<file path="src/rtl/result_drain.sv">
`default_nettype none
// ============================================================================
//  Module      : result_drain
//  Description : Captures complete N x N result matrices from a systolic array
//                into a two-entry ping-pong buffer and streams them out one
//                element per handshake, in row-major order.
//  Revision    : 1.0 - initial release
// ============================================================================
module result_drain #(
  parameter int N  = 3,
  parameter int DW = 16
) (
  input  logic              clk,
  input  logic              rst,
  input  logic [N*N*DW-1:0] c_in,
  input  logic              c_valid,
  input  logic              out_ready,
  output logic [DW-1:0]     out_data,
  output logic              out_valid,
  output logic [3:0]        out_idx,
  output logic              out_last,
  output logic              busy,
  output logic              overflow
);

  localparam int          c_NELEM    = N * N;
  localparam logic [3:0]  c_LAST_IDX = 4'(c_NELEM - 1);
  localparam logic [1:0]  c_FULL     = 2'd2;

  typedef enum logic [0:0] {
    IDLE  = 1'b0,
    DRAIN = 1'b1
  } state_t;

  state_t              r_state;
  state_t              w_state_nxt;
  logic                r_c_valid_q;
  logic                r_wptr;
  logic                r_rptr;
  logic [1:0]          r_count;
  logic [3:0]          r_idx;
  logic                r_overflow;
  logic [N*N*DW-1:0]   r_buf [0:1];

  logic                w_capture;
  logic                w_accept;
  logic                w_hs;
  logic                w_final_hs;
  logic [N*N*DW-1:0]   w_rd_mat;
  logic [DW-1:0]       w_elems [0:c_NELEM-1];
  logic [DW-1:0]       w_elem;

  // A capture is the rising edge of c_valid; only accepted while a slot is free.
  assign w_capture  = c_valid & ~r_c_valid_q;
  assign w_accept   = w_capture & (r_count != c_FULL);
  assign w_hs       = out_valid & out_ready;
  assign w_final_hs = w_hs & (r_idx == c_LAST_IDX);

  // Delayed copy of c_valid for edge detection.
  always_ff @(posedge clk or posedge rst) begin
    if (rst) r_c_valid_q <= 1'b0;
    else     r_c_valid_q <= c_valid;
  end

  // FSM state register.
  always_ff @(posedge clk or posedge rst) begin
    if (rst) r_state <= IDLE;
    else     r_state <= w_state_nxt;
  end

  // Next state: leave DRAIN only when the last buffered matrix finishes and
  // nothing new arrives in the same cycle.
  always_comb begin
    w_state_nxt = r_state;
    case (r_state)
      IDLE: begin
        if (w_capture) w_state_nxt = DRAIN;
      end
      DRAIN: begin
        if (w_final_hs && !w_capture && (r_count == 2'd1)) w_state_nxt = IDLE;
      end
      default: w_state_nxt = IDLE;
    endcase
  end

  // Occupancy counter, ping-pong pointers, element index and sticky overflow.
  always_ff @(posedge clk or posedge rst) begin
    if (rst) begin
      r_count    <= 2'd0;
      r_wptr     <= 1'b0;
      r_rptr     <= 1'b0;
      r_idx      <= 4'd0;
      r_overflow <= 1'b0;
    end else begin
      case ({w_accept, w_final_hs})
        2'b10:   r_count <= r_count + 2'd1;
        2'b01:   r_count <= r_count - 2'd1;
        default: r_count <= r_count;
      endcase
      if (w_accept)   r_wptr <= ~r_wptr;
      if (w_final_hs) r_rptr <= ~r_rptr;
      if (w_hs) begin
        if (w_final_hs) r_idx <= 4'd0;
        else            r_idx <= r_idx + 4'd1;
      end
      if (w_capture && (r_count == c_FULL)) r_overflow <= 1'b1;
    end
  end

  // Matrix storage; contents are only observable through the gated output mux,
  // so no reset is needed here.
  always_ff @(posedge clk) begin
    if (w_accept) r_buf[r_wptr] <= c_in;
  end

  assign w_rd_mat = r_buf[r_rptr];

  generate
    for (genvar g = 0; g < c_NELEM; g++) begin : g_unpack
      assign w_elems[g] = w_rd_mat[g*DW +: DW];
    end
  endgenerate

  // Select the element currently addressed by the drain index.
  always_comb begin
    w_elem = '0;
    for (int i = 0; i < c_NELEM; i++) begin
      if (r_idx == 4'(i)) w_elem = w_elems[i];
    end
  end

  assign out_valid = (r_state == DRAIN);
  assign out_data  = out_valid ? w_elem : '0;
  assign out_idx   = r_idx;
  assign out_last  = out_valid & (r_idx == c_LAST_IDX);
  assign busy      = (r_count != 2'd0);
  assign overflow  = r_overflow;

endmodule
`default_nettype wire

</file>
<file path="config.mk">
export PLATFORM = sky130hd
export DESIGN_NAME = result_drain
export DESIGN_NICKNAME = d
export VERILOG_FILES = /design/src/rtl/result_drain.sv
export SDC_FILE = /design/constraint.sdc
export NUM_CORES = 1
export LEC_CHECK = 0
export ABC_AREA = 1
export CORE_UTILIZATION = 59
export DETAILED_ROUTE_END_ITERATION = 6
export PLACE_DENSITY = 0.83
export SYNTH_ARGS = -nofsm -noshare
export SYNTH_HDL_FRONTEND = slang
export SYNTH_SLANG_ARGS = --single-unit
</file>
<file path="constraint.sdc">
create_clock -name clk -period 18.6 [get_ports clk]
set_clock_uncertainty 0.1 [all_clocks]
set_input_delay 1.86 -clock clk [delete_from_list [all_inputs] [get_ports clk]]
set_output_delay 1.86 -clock clk [all_outputs]
set_load 0.01 [all_outputs]
</file>
# After elaboration in Yosys (flattened, before gate mapping)
# Memory sizes are Yosys's and may differ from the RTL's.
# Cells that the tools add are included.
classes:
  n_addsub: 3
  eq_ne: 13
  muxes: 17
  n_bitwise: 9
  n_reduce_logical: 7
ops:
  columns: ["cell", "count"]
  rows:
  - ["$mux 16", 10]
  - ["$eq 4x3->1 const B", 4]
  - ["$eq 4x2->1 const B", 2]
  - ["$and 1x1->1", 5]
  - ["$add 4x1->4 const B", 1]
  - ["$eq 2x1->1 const B", 2]
  - ["$eq 2x2->1 const B", 2]
  - ["$eq 4x1->1 const B", 1]
  - ["$eq 4x4->1 const B", 1]
  - ["$logic_not 4->1", 1]
  - ["$mux 1", 4]
  - ["$mux 4", 1]
  - ["$not 1->1", 4]
  - ["$pmux 2 s2", 1]
  - ["$reduce_bool 2->1", 2]
  - ["$logic_and 1x1->1", 3]
  - ["$add 2x1->2 const B", 1]
  - ["$ne 2x2->1 const B", 1]
  - ["$pmux 1 s2", 1]
  - ["$sub 2x1->2 const B", 1]
  - ["$logic_not 1->1", 1]
totals:
  reg_bits: 11
  mem_bits_rw: 288
  in_bits: 148
  output_inout_bits: 24
  n_memories: 1
mem_list:
  columns: ["memory", "depth", "word_bits", "read_ports", "rd_clocked_by_memory_dff", "wr", "line_no", "rtl"]
  rows:
  - ["r_buf", 2, 144, 1, 0, 1, "43", "logic [N*N*DW-1:0] r_buf [0:1];"]

# Depth between registers and ports, before layout
# Gate-level depths: netlist of run 1.
logic_depth:
  word_depth: 11
  depth_mapped: 14

# Worst setup path before layout of run 1
# OpenSTA, ideal clock, no wires.
synth_path:
  path_type: "input to register"
  startpoint: "input port c_valid"
  endpoint: "memory r_buf[0][0] (netlist bit) (enable)"
  setup_time_ns: 0.649
  arrival_time_ns: 8.427
  t_required_ns: 17.851
  path_slack_ns: 9.424
  path_stages: 6
  cell_sequence: "inv_1 > nor2_1 > inv_1 > or2_2 > clkbuf_1 > nor2_1"
synth_between:
  elab_chain_cells: 4
synth_lines:
  columns: ["item", "line_no", "rtl"]
  rows:
  - ["from (decl)", "16", "input logic c_valid,"]
  - ["$and 1x1->1", "54", "assign w_capture = c_valid & ~r_c_valid_q;"]
  - ["$and 1x1->1", "55", "assign w_accept = w_capture & (r_count != c_FULL);"]
  - ["$mux 1", "113", "if (w_accept) r_buf[r_wptr] <= c_in;"]
  - ["$mux 1 (implied by the code)", "113", null]
  - ["to (decl)", "43", null]
# No other way between the ends.

# Worst setup path after layout of run 1
layout_path:
  startpoint: "register r_rptr"
  endpoint: "output port out_data[1]"
layout_between:
  elab_chain_cells: 11
layout_lines:
  columns: ["item", "line_no", "rtl"]
  rows:
  - ["from (decl)", "39", "logic r_rptr;"]
  - ["from (signal assigned)", "101", "if (w_final_hs) r_rptr <= ~r_rptr;"]
  - ["$mem_v2 2x144 (*)", null, null]
  - ["$mux 16 (8 in a row)", "128", "if (r_idx == 4'(i)) w_elem = w_elems[i];"]
  - ["$mux 16 (*)", "128", null]
  - ["$mux 16 (*)", "133", "assign out_data = out_valid ? w_elem : '0;"]
  - ["to (decl)", "18", "output logic [DW-1:0] out_data,"]
# Mark *: on every way between the ends. The rest lies on a longest branch, timed or not.

==> results of run 1 <==
[registers in the layout (all words and copies together), names as in the netlist]
register     flops
out_idx          4
out_valid        1
overflow         1
r_buf          288
r_c_valid_q      1
r_count          2
r_rptr           1
r_wptr           1
[cells by family (layout without fill, tap and decap cells)]
| kind of cell | after synthesis | count (layout) |
|---|---|---|
| and+or+nand+nor | 590 | 590 |
| DFF | 299 | 299 |
| AOI/OAI and AO/OA | 118 | 118 |
| buffers and inverters | 77 | 253 |
| adders and majority gates | 8 | 8 |
| xor gates and xnor gates | 5 | 5 |
| other | 0 | 1 |
[metrics by stage]
step	instance area, um^2	setup slack (ns)
5_1_grt	15100	11.93
3_5_place_dp	14200	12.76
6_report	15100	12.16
3_3_place_gp	14200	12.81
2_1_floorplan	12400	9.42
4_1_cts	15100	12.18
[power by group through the flow]
| stage | Clock, mW | Sequential (mW) | Combinational [mW] |
|---|---|---|---|
| after CTS | 0.555 | 0.898 | 0.766 |
| after detailed placement | 0 | 0.911 | 0.759 |
| after floorplan | 0 | 0.896 | 0.482 |
| after global routing | 0.579 | 0.907 | 0.845 |
| final | 0.550 | 0.899 | 0.771 |
| after global placement | 0 | 0.906 | 0.745 |
[placed cells by master, fill, tap and decap left out, drive strengths merged]
cell type	instances
nor2	77
ha	8
o21ai	19
xnor2	2
clkbuf	44
clkinv	8
dfrtp	11
xor2	3
a21oi	65
clkdlybuf4s50	171
or2	1
buf	9
nand3	19
a21o	1
o22ai	1
inv	21
a31oi	32
nand2	492
diode	1
edfxtp	288
nor4	1
[cell usage after synthesis (all sizes together)]
| library cell | number |
|---|---|
| nand2 | 492 |
| edfxtp | 288 |
| nor2 | 77 |
| a21oi | 65 |
| buf | 46 |
| a31oi | 32 |
| inv | 20 |
| nand3 | 19 |
| o21ai | 19 |
| clkbuf | 11 |
| dfrtp | 11 |
| ha | 8 |
| xor2 | 3 |
| xnor2 | 2 |
| a21o | 1 |
| nor4 | 1 |
| o22ai | 1 |
| or2 | 1 |
[worst paths after layout]
| check | endpoint | cells after the start | slack, ns |
|---|---|---|---|
| worst max-delay path | out_data[1] | 9 | 12.16 |
| worst min-delay path | overflow | 1 | 0.37 |
| worst max register to register | r_buf[1][46] | 6 | 14.77 |
| worst min register to register | overflow | 1 | 0.37 |
| max in group asynchronous | r_rptr | 2 | 16.57 |
| min in group asynchronous | out_idx[1] | 2 | 1.51 |
[critical path, cell delays in order, from the launching register on]
cell and delay (ns):
sky130_fd_sc_hd__dfrtp_4 0.78, sky130_fd_sc_hd__inv_4 0.54, sky130_fd_sc_hd__buf_4 0.84, sky130_fd_sc_hd__nand2_1 0.16, sky130_fd_sc_hd__a31oi_1 0.47, sky130_fd_sc_hd__nand2_1 0.11, sky130_fd_sc_hd__nand2_1 0.07, sky130_fd_sc_hd__nand2_1 0.06
sky130_fd_sc_hd__a21oi_1 0.21, sky130_fd_sc_hd__clkdlybuf4s50_1 0.58
[routing by layer]
layer  wire, um  up-vias  part of all wire (%)  global-route usage, %
li1           -     4033                     -                      -
met1      11300     4091                    38                   36.3
met2      14800      452                    50                   45.8
met3       2380       53                   8.1                   4.57
met4       1010        0                   3.4                   10.2
met5          0        -                     0                      0
[final cells by class]
cell class / instances / share of cell area (%)
inverter: 20 / 0.514
timing repair buffer: 180 / 11.8
sequential: 299 / 59.1
antenna: 1 / 0.0166
clock buffer: 44 / 5.66
clock inverter: 9 / 0.290
tap: 270 / 2.24
multi-input combinational: 721 / 20.4
==> insert_results.sql, run 1 <==
INSERT INTO impl_metrics (metric_group, metric, value, unit) VALUES
('die', 'die_w', '147', 'um'),
('power_and_ir_drop', 'vdd.ir_drop.worst', '0.0000909', 'V'),
('clock_tree', 'post_cts_hold_buffer_count', '0', ''),
('cells_and_area', 'layout-drive-gt1-share', '5.03', '%'),
('cells_and_area', 'layout_filler_cell_count', '1313', ''),
('clock_tree', 'worst_setup_hold_path_clk_slew', '0.06', 'ns'),
('yosys', 'synth.area.mux_share', '0', '%'),
('yosys', 'syn_avg_cell_area', '11.3', 'um^2'),
('yosys', 'post_synth_xor_area_fraction', '0.354', '%'),
('yosys', 'synth_top_family_by_area', 'simple AND/OR/NAND/NOR gates', ''),
('sta', 'timing_hold_violations_final', '0', ''),
('grt', 'globalRouteOverflowTotal', '0', ''),
('detailed_routing', 'antenna_left', '0', ''),
('placed_design', 'io_buffers', '171', ''),
('sta', 'fin_crit_sh', '34.6', '%'),
('yosys', 'post_synth_fa_ha_maj_area_fraction', '0.809', '%'),
('sta', 'max_freq', '155', 'MHz'),
('worst_setup_path', 'worstSetupStartpointType', 'register', ''),
('die', 'chip_height', '147', 'um'),
('power_and_ir_drop', 'total_power', '2.22', 'mW'),
('die', 'io_pins', '172', ''),
('sta', 'report.final.setup_viol', '0', ''),
('power_and_ir_drop', 'cellPowerDensity', '147', 'nW/um^2'),
('die', 'initial_utilization', '60.7', '%'),
('cells_and_area', 'layout-area-overhead-vs-synth', '22.1', '%'),
('detailed_routing', 'detail_route.vias_per_cell', '5.59', ''),
('placed_design', 'replace_congestion', '0.830', ''),
('worst_setup_path', 'path_max_fanout', '99', ''),
('power_and_ir_drop', 'combinational_fraction_of_design_power', '34.7', '%'),
('yosys', 'synth_area', '12400', 'um^2'),
('job', 'count_of_maximum_capacitance_violations', '0', ''),
('min_path', 'timing.hold.worst.class', 'reg2reg', ''),
('yosys', 'synth_top_cells_by_area', 'sky130_fd_sc_hd__edfxtp_1, sky130_fd_sc_hd__nand2_1, sky130_fd_sc_hd__a21oi_1', ''),
('cells_and_area', 'multi_input_area', '3080', 'um^2'),
('sta', 'timing.hold.ws', '0.370', 'ns'),
('yosys', 'synth_compound_area_share', '5.13', '%'),
('clock_tree', 'cts.repair_timing.setup_buffer_count', '0', ''),
('clock_tree', 'cts_resized', '0', ''),
('power_and_ir_drop', 'clock_group_share_of_total_power', '24.8', '%'),
('grt', 'grt_pass1_vias', '8386', ''),
('worst_setup_path', 'setup.worst_path.class', 'reg2out', ''),
('clock_tree', 'cts_buffers', '30', ''),
('power_and_ir_drop', 'sw_power', '0.790', 'mW'),
('cells_and_area', 'final-seq-area', '8930', 'um^2'),
('placed_design', 'dp.final_hpwl', '18.7', 'mm'),
('worst_setup_path', 'worstPathRequired', '16.64', 'ns'),
('die', 'placement_rows', '52', ''),
('sta', 'period_needed', '6.44', 'ns'),
('grt', 'grt_antenna_before_repair', '1', ''),
('die', 'dieArea', '21500', 'um^2'),
('detailed_routing', 'route.detailed.drc', '0', ''),
('grt', 'grt_start_max_net_pins', '100', ''),
('yosys', 'synth_fp_nets', '1253', ''),
('yosys', 'synthDominantAreaCellType', 'sky130_fd_sc_hd__edfxtp_1', ''),
('yosys', 'synth-simple-area-share', '18.5', '%'),
('sta', 'timing_max_transition_violations_final', '0', ''),
('yosys', 'synth_top_area_share', '69.9', '%'),
('outcome', 'status', 'finished, final reports clean', ''),
('detailed_routing', 'dr.pass1.iters', '7', ''),
('cells_and_area', 'final_cell_count_no_fill', '1544', ''),
('clock_tree', 'clk_latency', '0.54', 'ns'),
('clock_tree', 'cts.root.buffer_cell', 'sky130_fd_sc_hd__clkbuf_16', ''),
('sta', 'fin_setup_tns', '0', 'ns'),
('sta', 'timing.max_slew.rel_slack', '27.3', '%'),
('yosys', 'syn-instance-count', '1097', ''),
('die', 'core_region_area', '20400', 'um^2'),
('placed_design', 'placedCellCount', '1490', ''),
('yosys', 'yosys.cell_types.count', '27', ''),
('clock_tree', 'tritoncts', 'built', ''),
('worst_setup_path', 'timing.rr.start', 'r_count[0]', ''),
('yosys', 'ys_warn_count', '0', '');
(Power assumes the default switching activity.)
==> inputs of run 2 (changes only) <==
--- a/config.mk
+++ b/config.mk
@@ -6,9 +6,9 @@
 export NUM_CORES = 1
 export LEC_CHECK = 0
 export ABC_AREA = 1
-export CORE_UTILIZATION = 59
+export CORE_UTILIZATION = 55
 export DETAILED_ROUTE_END_ITERATION = 6
-export PLACE_DENSITY = 0.83
+export PLACE_DENSITY = 0.78
 export SYNTH_ARGS = -nofsm -noshare
 export SYNTH_HDL_FRONTEND = slang
 export SYNTH_SLANG_ARGS = --single-unit
==> constraint.sdc (replaced) <==
create_clock -name clk -period 6.4 [get_ports clk]
set_clock_uncertainty 0.1 [all_clocks]
set_input_delay 0.64 -clock clk [delete_from_list [all_inputs] [get_ports clk]]
set_output_delay 0.64 -clock clk [all_outputs]
set_load 0.01 [all_outputs]
==> run 2 against run 1 <==
Against the previous run: the flow now finishes with violations (DRC); combinational power rose to 2.9 times the previous value; flip-flop and latch count did not move; first-iteration DRC count fell by 1.2%; design area rose by 0.75%; die area rose by 7.2%; final cell count rose by 0.71%; total power rose to 3.0 times the previous value; global-route usage fell by 1.7 points; highest routed layer unchanged; hold slack got worse by 0.079 ns; wire length rose by 0.33%; clock power rose to 3.2 times the previous value.
==> insert_results.sql, run 2 (same netlist as run 1, synthesis figures left out) <==
INSERT INTO impl_metrics (metric_group, metric, value, unit) VALUES
('sta', 'timing.max_slew.rel_slack', '23.6', '%'),
('cells_and_area', 'max_flop_register', 'r_buf', ''),
('clock_tree', 'post_cts_hold_buffer_count', '0', ''),
('sta', 'report.final.setup_viol', '0', ''),
('clock_tree', 'cts_resized', '0', ''),
('detailed_routing', 'dr.pass1.iters', '7', ''),
('clock_tree', 'cts.repair_timing.setup_buffer_count', '0', ''),
('worst_setup_path', 'timing.rr.start', 'r_count[0]', ''),
('clock_tree', 'cts_buffers', '30', ''),
('sta', 'rsz0062_at_grt', 'no', ''),
('die', 'core_region_area', '22000', 'um^2'),
('placed_design', 'dp.final_hpwl', '18.4', 'mm'),
('detailed_routing', 'antenna_left', '0', ''),
('worst_setup_path', 'reg2regPathDepth', '6', ''),
('grt', 'grt_antenna_before_repair', '0', ''),
('power_and_ir_drop', 'static-leakage-power', '5.91', 'nW'),
('cells_and_area', 'final-seq-area', '8930', 'um^2'),
('sta', 'max_freq', '206', 'MHz'),
('clock_tree', 'clk_latency', '0.54', 'ns'),
('grt', 'grt_pass1_vias', '8280', ''),
('sta', 'timing_max_transition_violations_final', '0', ''),
('sta', 'timing_hold_violations_final', '0', ''),
('clock_tree', 'ctsLongestPathBuffers', '3', ''),
('detailed_routing', 'detail_route.wl_per_cell', '19.0', 'um'),
('die', 'initial_utilization', '56.3', '%'),
('clock_tree', 'tritoncts', 'built', ''),
('detailed_routing', 'routed-via-count', '8574', ''),
('worst_setup_path', 'worstPathRequired', '5.66', 'ns'),
('cells_and_area', 'layout.nets', '1408', ''),
('die', 'io_pins', '172', ''),
('cells_and_area', 'layout_filler_cell_count', '1529', ''),
('power_and_ir_drop', 'total_power', '6.59', 'mW'),
('grt', 'grt_usage', '25.7', '%'),
('sta', 'fin_crit_sh', '75.8', '%'),
('sta', 'timing.hold.ws', '0.291', 'ns'),
('job', 'count_of_maximum_capacitance_violations', '0', ''),
('power_and_ir_drop', 'vdd.ir_drop.worst', '0.000254', 'V'),
('cells_and_area', 'final_cell_count_no_fill', '1555', ''),
('cells_and_area', 'layout-area-overhead-vs-synth', '23.1', '%'),
('die', 'placement_rows', '54', ''),
('clock_tree', 'worst_setup_hold_path_clk_slew', '0.06', 'ns'),
('placed_design', 'detailed_place.area', '14200', 'um^2'),
('cells_and_area', 'antenna_cells', '0', ''),
('grt', 'grt_pass1_wl', '46.0', 'mm'),
('outcome', 'violations', 'DRC', ''),
('worst_setup_path', 'path_max_fanout', '69', ''),
('sta', 'fin_setup_tns', '0', 'ns'),
('worst_setup_path', 'critical_path.reg2reg.endpoint', 'r_buf[1][106]', ''),
('sta', 'layout_setup_ws', '1.55', 'ns'),
('grt', 'grt_start_max_net_pins', '145', ''),
('detailed_routing', 'initialDrtViolationCount', '1069', ''),
('detailed_routing', 'wl', '29.6', 'mm'),
('placed_design', 'io_buffers', '171', ''),
('die', 'chip_height', '152', 'um'),
('sta', 'timing_worst_slew_pin_value', '1.14', 'ns'),
('placed_design', 'placedCellCount', '1500', ''),
('cells_and_area', 'multi_input_area', '3090', 'um^2'),
('cells_and_area', 'layout-drive-gt1-share', '4.94', '%'),
('grt', 'globalRouteOverflowTotal', '0', ''),
('power_and_ir_drop', 'cellPowerDensity', '433', 'nW/um^2'),
('detailed_routing', 'route.detailed.drc', '14', ''),
('placed_design', 'replace_congestion', '0.812', ''),
('worst_setup_path', 'critical_path.endpoint_type', 'primary output', ''),
('worst_setup_path', 'timing.reg2reg.setup_slack', '3.51', 'ns'),
('sta', 'period_needed', '4.85', 'ns'),
('die', 'die_w', '152', 'um'),
('clock_tree', 'cts_htree_levels', '1', ''),
('placed_design', 'dp_worst_setup_slack', '2.11', 'ns'),
('min_path', 'timing.hold.worst.class', 'in2async', ''),
('cells_and_area', 'layout_commonest_cell', 'sky130_fd_sc_hd__nand2_1', ''),
('outcome', 'status', 'finished with violations', ''),
('detailed_routing', 'detail_route.vias_per_cell', '5.51', ''),
('cells_and_area', 'final_core_utilization', '69.3', '%'),
('cells_and_area', 'most-common-layout-cells', 'sky130_fd_sc_hd__nand2_1, sky130_fd_sc_hd__edfxtp_1, sky130_fd_sc_hd__clkdlybuf4s50_1, sky130_fd_sc_hd__nor2_1, sky130_fd_sc_hd__a21oi_1', ''),
('worst_setup_path', 'cp_data_arrival_time', '4.11', 'ns'),
('die', 'dieArea', '23100', 'um^2'),
('cells_and_area', 'largest_register_ff_count', '288', ''),
('worst_setup_path', 'worstSetupStartpointType', 'register', ''),
('worst_setup_path', 'setup.worst_path.class', 'reg2out', ''),
('clock_tree', 'cts.root.buffer_cell', 'sky130_fd_sc_hd__clkbuf_16', ''),
('cells_and_area', 'final_cell_area', '15200', 'um^2'),
('clock_tree', 'tritoncts_num_sinks', '299', '');
[run 2: how the worst max path moves through the flow]
stage | start | end | slack (ns) | cells past startpoint
after CTS | r_rptr | out_data[7] | 1.52 | 13
after detailed placement | r_rptr | out_data[7] | 2.11 | 13
after global placement | r_rptr | out_data[7] | 2.14 | 13
final | r_rptr | out_data[7] | 1.55 | 13
after floorplan | c_valid | r_buf[0][0] | -1.56 | 6
after global routing | r_rptr | out_data[14] | 1.29 | 13
[run 2: layout make-up]
| type | count | area share [%] |
|---|---|---|
| clock buffer | 47 | 5.75 |
| clock inverter | 8 | 0.715 |
| inverter | 20 | 0.510 |
| multi-input combinational | 721 | 20.3 |
| sequential | 299 | 58.7 |
| tap | 280 | 2.30 |
| timing repair buffer | 180 | 11.8 |
[run 2: worst max-delay path, cell delays in order, from the launching register on]
cell,delay (ns)
sky130_fd_sc_hd__dfrtp_4,0.76
sky130_fd_sc_hd__inv_4,0.64
sky130_fd_sc_hd__buf_4,0.50
sky130_fd_sc_hd__nand2_1,0.10
sky130_fd_sc_hd__nand2_1,0.09
sky130_fd_sc_hd__nand2_1,0.06
sky130_fd_sc_hd__nand3_1,0.08
sky130_fd_sc_hd__nand2_1,0.13
sky130_fd_sc_hd__nand2_1,0.08
sky130_fd_sc_hd__nand2_1,0.09
sky130_fd_sc_hd__nand2_1,0.11
sky130_fd_sc_hd__nand2_1,0.11
sky130_fd_sc_hd__a21oi_1,0.18
sky130_fd_sc_hd__clkdlybuf4s50_1,0.57
[run 2: power by group]
group / total [mW] / internal [mW] / leakage (nW) / switching [mW]
sequential: 2.60 / 2.44 / 2.76 / 0.159
clock: 1.74 / 1.05 / 0.475 / 0.685
combinational: 2.26 / 0.799 / 2.67 / 1.46
total: 6.59 / 4.29 / 5.91 / 2.30
[run 2: layer usage]
| metal | GRT usage, % | wire [um] | up-vias | part of all wire, % |
|---|---|---|---|---|
| met5 | 0 | 0 | - | 0 |
| met4 | 7.87 | 845 | 0 | 2.9 |
| met3 | 3.17 | 2060 | 61 | 7.0 |
| met2 | 42.2 | 14500 | 383 | 49 |
| met1 | 36.4 | 12200 | 4091 | 41 |
| li1 | - | - | 4039 | - |
